File: src/rtl/camera_capture_rgb332_if.sv
// Camera byte stream in, RGB332 frame-buffer write port and frame status out.
// Latency: n/a (signal bundle only).
// Backpressure: none; the camera cannot be stalled and the RAM always accepts writes.
interface camera_capture_rgb332_if #(
    parameter int ADDR_W = 15
);
    logic [7:0]        CAM_DATA;
    logic              CAM_HREF;
    logic              CAM_VSYNC;
    logic [7:0]        PIXEL_DATA;
    logic [ADDR_W-1:0] W_ADDR;
    logic              W_EN;
    logic              FRAME_DONE;
    logic              FRAME_ERR;

    // Camera / bench side: drives the sensor bus, observes the RAM write port.
    modport master (
        output CAM_DATA, CAM_HREF, CAM_VSYNC,
        input  PIXEL_DATA, W_ADDR, W_EN, FRAME_DONE, FRAME_ERR
    );

    // Capture block side.
    modport slave (
        input  CAM_DATA, CAM_HREF, CAM_VSYNC,
        output PIXEL_DATA, W_ADDR, W_EN, FRAME_DONE, FRAME_ERR
    );
endinterface

File: src/rtl/camera_capture_rgb332.sv
// Packs the camera RGB565 byte stream to RGB332 and writes it into the frame-buffer RAM.
// Latency: W_EN/W_ADDR/PIXEL_DATA registered 1 CLK after the low byte of each pixel.
// Backpressure: none; out-of-window pixels are dropped and flagged via FRAME_ERR.
module camera_capture_rgb332 #(
    parameter int WIDTH  = 176,
    parameter int HEIGHT = 144,
    parameter int ADDR_W = 15
) (
    input  logic                    CLK,
    input  logic                    RESET_N,
    camera_capture_rgb332_if.slave  bus
);
    localparam int X_W = $clog2(WIDTH + 1);
    localparam int Y_W = $clog2(HEIGHT + 1);

    localparam logic [X_W-1:0]    X_MAX  = X_W'(WIDTH);
    localparam logic [Y_W-1:0]    Y_MAX  = Y_W'(HEIGHT);
    localparam logic [ADDR_W-1:0] L_STEP = ADDR_W'(WIDTH);

    typedef enum logic [1:0] {
        IDLE   = 2'd0,
        SYNC   = 2'd1,
        ACTIVE = 2'd2
    } state_t;

    state_t            state_q, state_d;
    logic [X_W-1:0]    x_q, x_d;
    logic [Y_W-1:0]    y_q, y_d;
    logic [ADDR_W-1:0] line_base_q, line_base_d;
    logic              phase_q, phase_d;
    logic [7:0]        hi_q, hi_d;
    logic              err_q, err_d;
    logic              href_q, href_d;
    logic [7:0]        pix_q, pix_d;
    logic [ADDR_W-1:0] addr_q, addr_d;
    logic              wen_q, wen_d;
    logic              done_q, done_d;
    logic              ferr_q, ferr_d;

    // Next-state, datapath and output decode. The line-end update is computed
    // before the frame-end check so a coincident HREF fall / VSYNC rise sees the new y.
    always_comb begin
        state_d     = state_q;
        x_d         = x_q;
        y_d         = y_q;
        line_base_d = line_base_q;
        phase_d     = phase_q;
        hi_d        = hi_q;
        err_d       = err_q;
        href_d      = 1'b0;
        pix_d       = pix_q;
        addr_d      = addr_q;
        wen_d       = 1'b0;
        done_d      = 1'b0;
        ferr_d      = 1'b0;

        case (state_q)
            IDLE: begin
                if (bus.CAM_VSYNC) begin
                    state_d = SYNC;
                end
            end

            SYNC: begin
                if (!bus.CAM_VSYNC) begin
                    state_d     = ACTIVE;
                    x_d         = '0;
                    y_d         = '0;
                    line_base_d = '0;
                    phase_d     = 1'b0;
                    err_d       = 1'b0;
                end
            end

            ACTIVE: begin
                href_d = bus.CAM_HREF;
                if (bus.CAM_HREF && !bus.CAM_VSYNC) begin
                    if (!phase_q) begin
                        hi_d    = bus.CAM_DATA;
                        phase_d = 1'b1;
                    end else begin
                        phase_d = 1'b0;
                        if (x_q < X_MAX && y_q < Y_MAX) begin
                            wen_d  = 1'b1;
                            pix_d  = {hi_q[7:5], hi_q[2:0], bus.CAM_DATA[4:3]};
                            addr_d = line_base_q + ADDR_W'(x_q);
                        end else begin
                            err_d = 1'b1;
                        end
                        // x saturates at WIDTH so excess pixels never wrap onto the next line
                        if (x_q < X_MAX) begin
                            x_d = x_q + 1'b1;
                        end
                    end
                end else if (href_q && !bus.CAM_HREF) begin
                    // Empty lines do not advance y; line_base stops once y saturates
                    if (x_q != '0 && y_q < Y_MAX) begin
                        y_d         = y_q + 1'b1;
                        line_base_d = line_base_q + L_STEP;
                    end
                    // Short/long line or odd trailing byte
                    if (x_q != X_MAX || phase_q) begin
                        err_d = 1'b1;
                    end
                    x_d     = '0;
                    phase_d = 1'b0;
                end

                if (bus.CAM_VSYNC) begin
                    state_d = SYNC;
                    href_d  = 1'b0;
                    done_d  = 1'b1;
                    ferr_d  = err_d || (y_d != Y_MAX);
                end
            end

            default: begin
                state_d = IDLE;
            end
        endcase
    end

    // FSM state register.
    always_ff @(posedge CLK) begin
        if (!RESET_N) begin
            state_q <= IDLE;
        end else begin
            state_q <= state_d;
        end
    end

    // Datapath and registered write-port / status outputs.
    always_ff @(posedge CLK) begin
        if (!RESET_N) begin
            x_q         <= '0;
            y_q         <= '0;
            line_base_q <= '0;
            phase_q     <= 1'b0;
            hi_q        <= '0;
            err_q       <= 1'b0;
            href_q      <= 1'b0;
            pix_q       <= '0;
            addr_q      <= '0;
            wen_q       <= 1'b0;
            done_q      <= 1'b0;
            ferr_q      <= 1'b0;
        end else begin
            x_q         <= x_d;
            y_q         <= y_d;
            line_base_q <= line_base_d;
            phase_q     <= phase_d;
            hi_q        <= hi_d;
            err_q       <= err_d;
            href_q      <= href_d;
            pix_q       <= pix_d;
            addr_q      <= addr_d;
            wen_q       <= wen_d;
            done_q      <= done_d;
            ferr_q      <= ferr_d;
        end
    end

    assign bus.PIXEL_DATA = pix_q;
    assign bus.W_ADDR     = addr_q;
    assign bus.W_EN       = wen_q;
    assign bus.FRAME_DONE = done_q;
    assign bus.FRAME_ERR  = ferr_q;

endmodule

File: src/flat_wrapper.sv
// flat-port wrapper written by rule: the top's interface ports become plain ports
module camera_capture_rgb332_flat 
#(
    parameter int WIDTH  = 176,
    parameter int HEIGHT = 144,
    parameter int ADDR_W = 15
)
  (CLK, RESET_N, bus_CAM_DATA, bus_CAM_HREF, bus_CAM_VSYNC, bus_PIXEL_DATA, bus_W_ADDR, bus_W_EN, bus_FRAME_DONE, bus_FRAME_ERR);
  camera_capture_rgb332_if #(.ADDR_W(ADDR_W)) bus_i ();
  input  logic CLK;
  input  logic RESET_N;
  input wire logic [$bits(bus_i.CAM_DATA)-1:0] bus_CAM_DATA;
  input wire logic [$bits(bus_i.CAM_HREF)-1:0] bus_CAM_HREF;
  input wire logic [$bits(bus_i.CAM_VSYNC)-1:0] bus_CAM_VSYNC;
  output wire logic [$bits(bus_i.PIXEL_DATA)-1:0] bus_PIXEL_DATA;
  output wire logic [$bits(bus_i.W_ADDR)-1:0] bus_W_ADDR;
  output wire logic [$bits(bus_i.W_EN)-1:0] bus_W_EN;
  output wire logic [$bits(bus_i.FRAME_DONE)-1:0] bus_FRAME_DONE;
  output wire logic [$bits(bus_i.FRAME_ERR)-1:0] bus_FRAME_ERR;
  assign bus_i.CAM_DATA = bus_CAM_DATA;
  assign bus_i.CAM_HREF = bus_CAM_HREF;
  assign bus_i.CAM_VSYNC = bus_CAM_VSYNC;
  assign bus_PIXEL_DATA = bus_i.PIXEL_DATA;
  assign bus_W_ADDR = bus_i.W_ADDR;
  assign bus_W_EN = bus_i.W_EN;
  assign bus_FRAME_DONE = bus_i.FRAME_DONE;
  assign bus_FRAME_ERR = bus_i.FRAME_ERR;
  camera_capture_rgb332 #(.WIDTH(WIDTH), .HEIGHT(HEIGHT), .ADDR_W(ADDR_W)) u_core (.CLK(CLK), .RESET_N(RESET_N), .bus(bus_i));
endmodule
File: config.mk
export PLATFORM = sky130hd
export DESIGN_NAME = camera_capture_rgb332_flat
export DESIGN_NICKNAME = d
export VERILOG_FILES = /design/src/rtl/camera_capture_rgb332_if.sv /design/src/rtl/camera_capture_rgb332.sv /design/src/flat_wrapper.sv
export SDC_FILE = /design/constraint.sdc
export NUM_CORES = 1
export LEC_CHECK = 0
export BUFFER_PORTS_ARGS = -buffer_cell sky130_fd_sc_hd__clkbuf_2
export CAP_MARGIN = 20
export CORE_MARGIN = 4
export CORE_UTILIZATION = 58
export DETAILED_ROUTE_END_ITERATION = 8
export PLACE_DENSITY = 0.79
export SLEW_MARGIN = 40
export SYNTH_ARGS = -nofsm -noshare
export SYNTH_HDL_FRONTEND = slang
export SYNTH_SLANG_ARGS = --single-unit
File: constraint.sdc
create_clock -name CLK -period 2.88 [get_ports CLK]
set_input_delay 0.144 -clock CLK [delete_from_list [all_inputs] [get_ports CLK]]
set_output_delay 0.144 -clock CLK [all_outputs]
set_load 0.03 [all_outputs]
==> results of run 1 <==
## where the power goes
group          internal (mW)  switching [mW]
clock                  0.496           0.378
combinational         0.0384          0.0815
sequential             0.890         0.00669
total                   1.42           0.466
## layer usage
| layer | global-route usage | share of wire | vias to the layer above |
|---|---|---|---|
| met5 | 0 | 0 | - |
| met4 | 0.0850 | 0.013 | 0 |
| met3 | 0.0605 | 0.049 | 8 |
| met2 | 0.365 | 0.45 | 70 |
| met1 | 0.335 | 0.48 | 1299 |
| li1 | - | - | 1435 |
## area by class of cell
class,instances,area share
Clock buffer,9,0.0334
Clock inverter,7,0.0280
Inverter,12,0.0121
Multi-Input combinational cell,287,0.496
Sequential cell,64,0.345
Tap cell,70,0.0236
Timing Repair Buffer,43,0.0620
## registers in the layout (all words and copies together), names as in the netlist
register,flops
u_core.bus.W_ADDR,15
u_core.line_base_q,11
u_core.bus.PIXEL_DATA,8
u_core.x_q,8
u_core.y_q,8
u_core.hi_q,6
u_core.state_q,2
u_core.bus.FRAME_DONE,1
u_core.bus.FRAME_ERR,1
u_core.bus.W_EN,1
u_core.err_q,1
u_core.href_q,1
u_core.phase_q,1
## cells by family (layout without fill, tap and decap cells)
group | count (synthesis) | after routing | share of synthesized area
and+or+nand+nor | 130 | 130 | 0.188
other | 1 | 1 | 0.00116
AOI/OAI and AO/OA | 120 | 120 | 0.265
adders and majority gates | 12 | 12 | 0.0463
muxes | 4 | 4 | 0.0123
DFF | 64 | 64 | 0.395
buffers and inverters | 30 | 71 | 0.0378
xor gates and xnor gates | 20 | 20 | 0.0540
## critical path: cells and delay by family, from the launching register on
family	cells	cell delay (ps)
flops	1	390
simple gates	2	1010
compound gates	3	830
## worst paths after layout
kind | cells past startpoint | endpoint | slack, ps
setup / recovery | 5 | u_core.bus.FRAME_ERR | 520
hold reg to reg | 2 | u_core.bus.PIXEL_DATA[4] | 450
hold / removal | 3 | u_core.bus.PIXEL_DATA[1] | 10
setup reg to reg | 5 | u_core.bus.FRAME_ERR | 520
## placed cells by master (no fill, tap or decap), drive strengths merged, types with 2 or more instances in the layout
cell	netlist	final
a2111oi	9	9
a211oi	9	9
a21o	3	3
a21oi	34	34
a31oi	9	9
a41o	2	2
and2	4	4
and3	3	3
buf	3	6
bufinv	0	2
clkbuf	15	46
clkinv	0	4
dfxtp	64	64
ha	12	12
inv	12	13
mux2i	4	4
nand2	52	52
nand2b	3	3
nand3	7	7
nand3b	2	2
nand4	4	4
nor2	35	35
nor2b	3	3
nor3	2	2
o21a	4	4
o21ai	34	34
o31ai	3	3
or2	2	2
or3	10	10
xnor2	14	14
xor2	6	6
## stage by stage
| step | hold slack (ps) | setup WS, ps |
|---|---|---|
| finish | 12.4 | 522 |
| global route | 9.76 | 405 |
| detailed placement | 376 | 536 |
| CTS | 1.03 | 523 |
| floorplan | 280 | 823 |
| global placement | 371 | 682 |
==> results_tabular.tex, run 1 <==
\begin{tabular}{lr}
\hline
Metric & Value \\
\hline
\multicolumn{2}{l}{\textbf{Timing}} \\
\quad Highest Clock Rate & 424 MHz \\
\quad Pins over their slew limit & 0 \\
\quad Aggregate negative setup slack & 0 ps \\
\quad Final hold violation count & 0 \\
\quad Skew final & 11.3 ps \\
\quad Final setup vio count & 0 \\
\quad Final cycle utilization of the critical path & 0.819 \\
\quad Setup repair after global routing missed its margin & no \\
\quad Remaining max-slew budget at the tightest pin & 0.470 \\
\quad Slew of the pin with the lowest slew margin & 793 ps \\
\quad Post-layout minimum cycle time & 2360 ps \\
\multicolumn{2}{l}{\textbf{Clocking}} \\
\quad Maximum clock insertion buffer count & 2 \\
\quad Insertion delay to the later sink of the worst-skew pair & 340 ps \\
\quad H-tree depth & 3 \\
\quad Count of buffers added by post-CTS timing repair for setup & 0 \\
\quad CTS buffer count & 9 \\
\quad Resized Gates After CTS & 0 \\
\quad CTS Root Buffer Type & sky130\_fd\_sc\_hd\_\_clkbuf\_8 \\
\quad Quantity of hold-fixing buffers added after cts & 0 \\
\quad CTS tree & built \\
\quad Post-CTS clock slew at the launch and capture registers of the worst setup and hold paths & 80 ps \\
\quad Sinks on Clock Net & 64 \\
\multicolumn{2}{l}{\textbf{Cells and area}} \\
\quad Cell Count, Final, Fillers Out & 492 \\
\quad Area of the multi-input gates & 1840 um2 \\
\quad Share of cells above drive strength 1 & 0.180 \\
\quad Number of diodes & 0 \\
\quad Cell area after layout & 3710 um2 \\
\quad Net total in the final layout & 441 \\
\quad Area grow syn2layout & 14.4\% \\
\quad Area occupied by registers & 1280 um2 \\
\quad Final core area utilization & 0.704 \\
\quad Number of fill cells in the layout & 437 \\
\multicolumn{2}{l}{\textbf{Synth}} \\
\quad Synthesized Nets & 405 \\
\quad Number of storage elements in the synthesis netlist & 64 \\
\quad Top cells by instance count after synthesis & sky130\_fd\_sc\_hd\_\_dfxtp\_1 (64), sky130\_fd\_sc\_hd\_\_nand2\_1 (52), sky130\_fd\_sc\_hd\_\_nor2\_1 (35) \\
\quad Number of distinct library cells after synthesis & 57 \\
\quad Top cell type by total area after synthesis & sky130\_fd\_sc\_hd\_\_dfxtp\_1 \\
\quad Number of enable flip-flop cells after synthesis & 0 \\
\quad Number of standard cells after synthesis & 381 \\
\quad Count of synthesis-stage warnings from yosys & 0 \\
\quad Most used standard cell by instance count after synthesis & sky130\_fd\_sc\_hd\_\_dfxtp\_1 \\
\quad Ys async rst share & 0 \\
\quad Synth Cell Area & 3240 um2 \\
\quad Most instantiated flip-flop cell in the synthesis netlist & sky130\_fd\_sc\_hd\_\_dfxtp\_1 \\
\quad Fraction of synthesized cell area taken by the top area cell type & 0.395 \\
\quad Sequential-to-total area share from yosys stat & 0.395 \\
\quad Cell types with the largest area share after synthesis & sky130\_fd\_sc\_hd\_\_dfxtp\_1 (39\%), sky130\_fd\_sc\_hd\_\_nand2\_1 (6.0\%), sky130\_fd\_sc\_hd\_\_a21oi\_1 (5.2\%) \\
\quad Average size of a mapped cell & 8.52 um2 \\
\multicolumn{2}{l}{\textbf{Route}} \\
\quad Iter 0 DRT Violations & 206 \\
\quad Routed length per placed instance & 15.0 um \\
\quad Routed wire length & 7360 um \\
\quad Total DRC errors in the routed layout & 0 \\
\quad Number of optimization iterations in the first detailed-route pass & 4 \\
\quad Vias after detailed routing & 2812 \\
\quad Via-per-instance ratio & 5.72 \\
\quad Count of antenna-violating nets left after detailed routing & 0 \\
\multicolumn{2}{l}{\textbf{Die}} \\
\quad Rows & 26 \\
\quad Area of the core region & 5270 um2 \\
\quad Number of top-level pins & 38 \\
\quad Die footprint & 6850 um2 \\
\quad Chip width & 82.8 um \\
\quad Effective utilization at floorplan & 0.616 \\
\quad Chip Height & 82.8 um \\
\multicolumn{2}{l}{\textbf{Placed design}} \\
\quad Final HPWL DP & 5080 um \\
\quad Number of cells after detailed placement & 476 \\
\quad Total cell area at the placement stage & 3480 um2 \\
\quad Final GP Congestion & 0.874 \\
\quad IO Port Bufs & 37 \\
\multicolumn{2}{l}{\textbf{GRT}} \\
\quad Number of antenna violations at the first check in global routing & 0 \\
\quad Remaining Overflow, GRT & 0 \\
\quad Number of global-route vias before repair & 2766 \\
\quad Wire length of the first global-routing pass & 12700 um \\
\quad Pin count of the biggest net entering global routing & 33 \\
\quad Tot GR Track Use & 0.242 \\
\multicolumn{2}{l}{\textbf{Worst setup path}} \\
\quad Critical register-to-register path startpoint & u\_core.x\_q[4] \\
\quad CP Launch Point & u\_core.x\_q[4] \\
\quad Cells traversed along the worst timing path & nor3\_1 > a211oi\_2 > or3\_2 > a2111oi\_0 > a31oi\_1 \\
\quad Worst endpoint required time & 3100 ps \\
\quad Worst path arrival time & 2580 ps \\
\quad Endpoint type of the worst setup path & flip-flop \\
\quad Crit-path max cell delay & 550 ps \\
\quad CP startpoint kind & flip-flop \\
\quad Path type of the worst setup path & reg2reg \\
\quad CP max stage cell & sky130\_fd\_sc\_hd\_\_nor3\_1 \\
\quad Largest fanout on the critical path & 10 \\
\multicolumn{2}{l}{\textbf{Pwr}} \\
\quad P per Cell Area & 509 nW/um2 \\
\quad Worst ir drop on vdd & 0.000369 V \\
\quad P\_leak & 1.39 nW \\
\quad Tot Pwr & 1.89 mW \\
\multicolumn{2}{l}{\textbf{Job}} \\
\quad Max\_cap viols & 0 \\
\multicolumn{2}{l}{\textbf{Status}} \\
\quad Status & finished, final reports clean \\
\multicolumn{2}{l}{\textbf{Hold path}} \\
\quad Hold crit path type & in2reg \\
\quad Launch instance of the worst min-delay path & bus\_CAM\_DATA[4] \\
\hline
\end{tabular}
Note: power is estimated with default switching activity, not from simulation.
==> run 2: changes to the inputs <==
- clock period: 2.88 -> 2.2 ns (I/O delays scaled with it)
==> run 2 against run 1 <==
Compared with the run above:
- final cell count up 4.1%
- largest power group unchanged
- clock skew down 4.8 ps
- first-iteration DRC count down 11%
- worst setup slack worse by 450 ps
- hold slack better by 160 ps
- critical path depth up 2
- die area unchanged
- clock power up 34%
- fmax up 11%
- wire length up 9.6%
- power up 34%
==> results_tabular.tex, run 2 (same netlist as run 1, synthesis figures left out) <==
\begin{tabular}{lr}
\hline
Metric & Value \\
\hline
\multicolumn{2}{l}{\textbf{Die}} \\
\quad Rows & 26 (unchanged) \\
\quad Effective utilization at floorplan & 0.616 (unchanged) \\
\quad Number of top-level pins & 38 (unchanged) \\
\quad Chip Height & 82.8 um (unchanged) \\
\quad Chip width & 82.8 um (unchanged) \\
\quad Die footprint & 6850 um2 (unchanged) \\
\quad Area of the core region & 5270 um2 (unchanged) \\
\multicolumn{2}{l}{\textbf{Clocking}} \\
\quad H-tree depth & 3 (unchanged) \\
\quad Count of buffers added by post-CTS timing repair for setup & 0 (unchanged) \\
\quad CTS Root Buffer Type & sky130\_fd\_sc\_hd\_\_clkbuf\_8 (unchanged) \\
\quad Maximum clock insertion buffer count & 2 (unchanged) \\
\quad CTS buffer count & 9 (unchanged) \\
\quad Sinks on Clock Net & 64 (unchanged) \\
\quad Post-CTS clock slew at the launch and capture registers of the worst setup and hold paths & 80 ps (about the same) \\
\quad CTS tree & built (unchanged) \\
\quad Insertion delay to the later sink of the worst-skew pair & 350 ps (was 340 ps) \\
\multicolumn{2}{l}{\textbf{Route}} \\
\quad Routed length per placed instance & 15.8 um (was 15.0 um) \\
\quad Total DRC errors in the routed layout & 0 (unchanged) \\
\quad Via-per-instance ratio & 5.87 (was 5.72) \\
\quad Iter 0 DRT Violations & 184 (was 206) \\
\quad Number of optimization iterations in the first detailed-route pass & 5 (was 4) \\
\quad Count of antenna-violating nets left after detailed routing & 0 (unchanged) \\
\quad Vias after detailed routing & 3007 (was 2812) \\
\quad Routed wire length & 8070 um (was 7360 um) \\
\multicolumn{2}{l}{\textbf{Cells and area}} \\
\quad Most frequent cells in the layout & sky130\_fd\_sc\_hd\_\_dfxtp\_1 (64), sky130\_fd\_sc\_hd\_\_nand2\_1 (52), sky130\_fd\_sc\_hd\_\_clkbuf\_2 (37), sky130\_fd\_sc\_hd\_\_nor2\_1 (35) (was sky130\_fd\_sc\_hd\_\_dfxtp\_1 (64), sky130\_fd\_sc\_hd\_\_nand2\_1 (52), sky130\_fd\_sc\_hd\_\_clkbuf\_2 (37), sky130\_fd\_sc\_hd\_\_nor2\_1 (35), sky130\_fd\_sc\_hd\_\_a21oi\_1 (34)) \\
\quad Most common cell after layout, fill and taps aside & sky130\_fd\_sc\_hd\_\_dfxtp\_1 (unchanged) \\
\quad Number of fill cells in the layout & 388 (was 437) \\
\quad Area of the multi-input gates & 1880 um2 (was 1840 um2) \\
\quad Number of diodes & 0 (unchanged) \\
\quad Area grow syn2layout & 21.4\% (was 14.4\%) \\
\quad Number of flip-flops under the largest register name & 15 (unchanged) \\
\quad Area occupied by registers & 1280 um2 (unchanged) \\
\quad Share of cells above drive strength 1 & 0.208 (was 0.180) \\
\quad Net total in the final layout & 461 (was 441) \\
\multicolumn{2}{l}{\textbf{Timing}} \\
\quad Post-layout minimum cycle time & 2130 ps (was 2360 ps) \\
\quad Remaining max-slew budget at the tightest pin & 0.599 (was 0.470) \\
\quad Pins over their slew limit & 0 (unchanged) \\
\quad Final cycle utilization of the critical path & 0.966 (was 0.819) \\
\quad Final setup vio count & 0 (unchanged) \\
\quad Setup repair after global routing missed its margin & yes (was no) \\
\quad Aggregate negative setup slack & 0 ps (unchanged) \\
\quad Highest Clock Rate & 470 MHz (was 424 MHz) \\
\quad Slew of the pin with the lowest slew margin & 600 ps (was 793 ps) \\
\quad Final hold violation count & 0 (unchanged) \\
\quad Skew final & 6.50 ps (was 11.3 ps) \\
\multicolumn{2}{l}{\textbf{Pwr}} \\
\quad Worst ir drop on vdd & 0.000642 V (was 0.000369 V) \\
\quad P\_leak & 1.50 nW (was 1.39 nW) \\
\quad P per Cell Area & 642 nW/um2 (was 509 nW/um2) \\
\quad Tot Pwr & 2.53 mW (was 1.89 mW) \\
\multicolumn{2}{l}{\textbf{Worst setup path}} \\
\quad Endpoint type of the worst setup path & flip-flop (unchanged) \\
\quad Cells traversed along the worst timing path & inv\_1 > ha\_1 > nor4b\_4 > a211oi\_2 > or3\_2 > a2111oi\_4 > a31oi\_1 (was nor3\_1 > a211oi\_2 > or3\_2 > a2111oi\_0 > a31oi\_1) \\
\quad CP startpoint kind & flip-flop (unchanged) \\
\quad Worst path arrival time & 2350 ps (was 2580 ps) \\
\quad Largest fanout on the critical path & 5 (was 10) \\
\quad Worst r2r path cells & 7 (was 5) \\
\quad CP Launch Point & u\_core.x\_q[0] (was u\_core.x\_q[4]) \\
\quad Critical register-to-register path startpoint & u\_core.x\_q[0] (was u\_core.x\_q[4]) \\
\quad Path type of the worst setup path & reg2reg (unchanged) \\
\quad Crit-path max cell delay & 460 ps (was 550 ps) \\
\quad Worst endpoint required time & 2420 ps (was 3100 ps) \\
\quad CP max stage cell & sky130\_fd\_sc\_hd\_\_or3\_2 (was sky130\_fd\_sc\_hd\_\_nor3\_1) \\
\multicolumn{2}{l}{\textbf{Hold path}} \\
\quad Launch instance of the worst min-delay path & bus\_CAM\_VSYNC (was bus\_CAM\_DATA[4]) \\
\quad Hold crit path type & in2reg (unchanged) \\
\quad Hold Crit Depth & 3 (unchanged) \\
\multicolumn{2}{l}{\textbf{GRT}} \\
\quad Tot GR Track Use & 0.256 (was 0.242) \\
\quad Wire length of the first global-routing pass & 13200 um (was 12700 um) \\
\quad Remaining Overflow, GRT & 0 (unchanged) \\
\quad Number of antenna violations at the first check in global routing & 0 (unchanged) \\
\quad Pin count of the biggest net entering global routing & 33 (unchanged) \\
\quad Number of global-route vias before repair & 2831 (was 2766) \\
\multicolumn{2}{l}{\textbf{Job}} \\
\quad Max\_cap viols & 0 (unchanged) \\
\multicolumn{2}{l}{\textbf{Status}} \\
\quad Status & finished, final reports clean (unchanged) \\
\multicolumn{2}{l}{\textbf{Placed design}} \\
\quad Final GP Congestion & 0.856 (was 0.874) \\
\quad Final HPWL DP & 5510 um (was 5080 um) \\
\quad IO Port Bufs & 37 (unchanged) \\
\hline
\end{tabular}
## run 2: cell count changes in the layout (fill, tap and decap cells not counted), moves of 2 or more
| cell | delta |
|---|---|
| sky130_fd_sc_hd__buf_4 | +11 |
| sky130_fd_sc_hd__dlygate4sd3_1 | +8 |
| sky130_fd_sc_hd__a2111oi_0 | -2 |
| sky130_fd_sc_hd__clkinv_4 | -3 |
| sky130_fd_sc_hd__a2111oi_4 | +2 |
## run 2: routing by layer
layer | global-route usage | vias to the layer above | part of all wire
li1 | - | 1475 | -
met1 | 0.330 | 1385 | 0.45
met2 | 0.403 | 122 | 0.46
met3 | 0.0605 | 25 | 0.061
met4 | 0.123 | 0 | 0.027
met5 | 0 | - | 0
## run 2: worst max-delay path: cells and delay by family, from the launching register on
kind,cells,cell delay [ps]
buffers and inverters,1,80
AND/OR/NAND/NOR,2,800
AO/OA/AOI/OAI,3,600
adder cells (fa/ha/maj),1,170
flip-flops,1,350
## run 2: layout make-up
| type | instances | area share |
|---|---|---|
| multi-input combinational | 287 | 0.478 |
| sequential | 64 | 0.325 |
| timing repair buffer | 63 | 0.105 |
| clock buffer | 10 | 0.0349 |
| clock inverter | 6 | 0.0229 |
| tap | 70 | 0.0222 |
| inverter | 12 | 0.0114 |
## run 2: repair_timing
item,in CTS,in global routing
endpoints found under the setup margin,0,5
hold buffers,8,0
endpoints found under the hold margin,8,0
gates resized for setup,0,8
## run 2: worst paths after layout
path / end / slack (ps)
hold / removal: u_core.bus.FRAME_DONE / 180
hold reg to reg: u_core.bus.PIXEL_DATA[5] / 450
setup / recovery: u_core.bus.FRAME_ERR / 70
setup reg to reg: u_core.bus.FRAME_ERR / 70
## run 2: through the flow
step                utilization  instances  hold slack [ps]  cell area, um2  setup slack [ps]
floorplan                     -        381              246            3240               143
global placement          0.681        488              335            3590               146
detailed placement        0.681        488              343            3590              48.2
CTS                       0.739        512              170            3890              6.22
global route              0.747        512              195            3940             -30.5
finish                    0.747        512              176            3940              74.0
## run 2: power breakdown
part	internal (mW)	switching, mW
sequential	1.16	0.00823
combinational	0.0695	0.117
clock	0.673	0.495
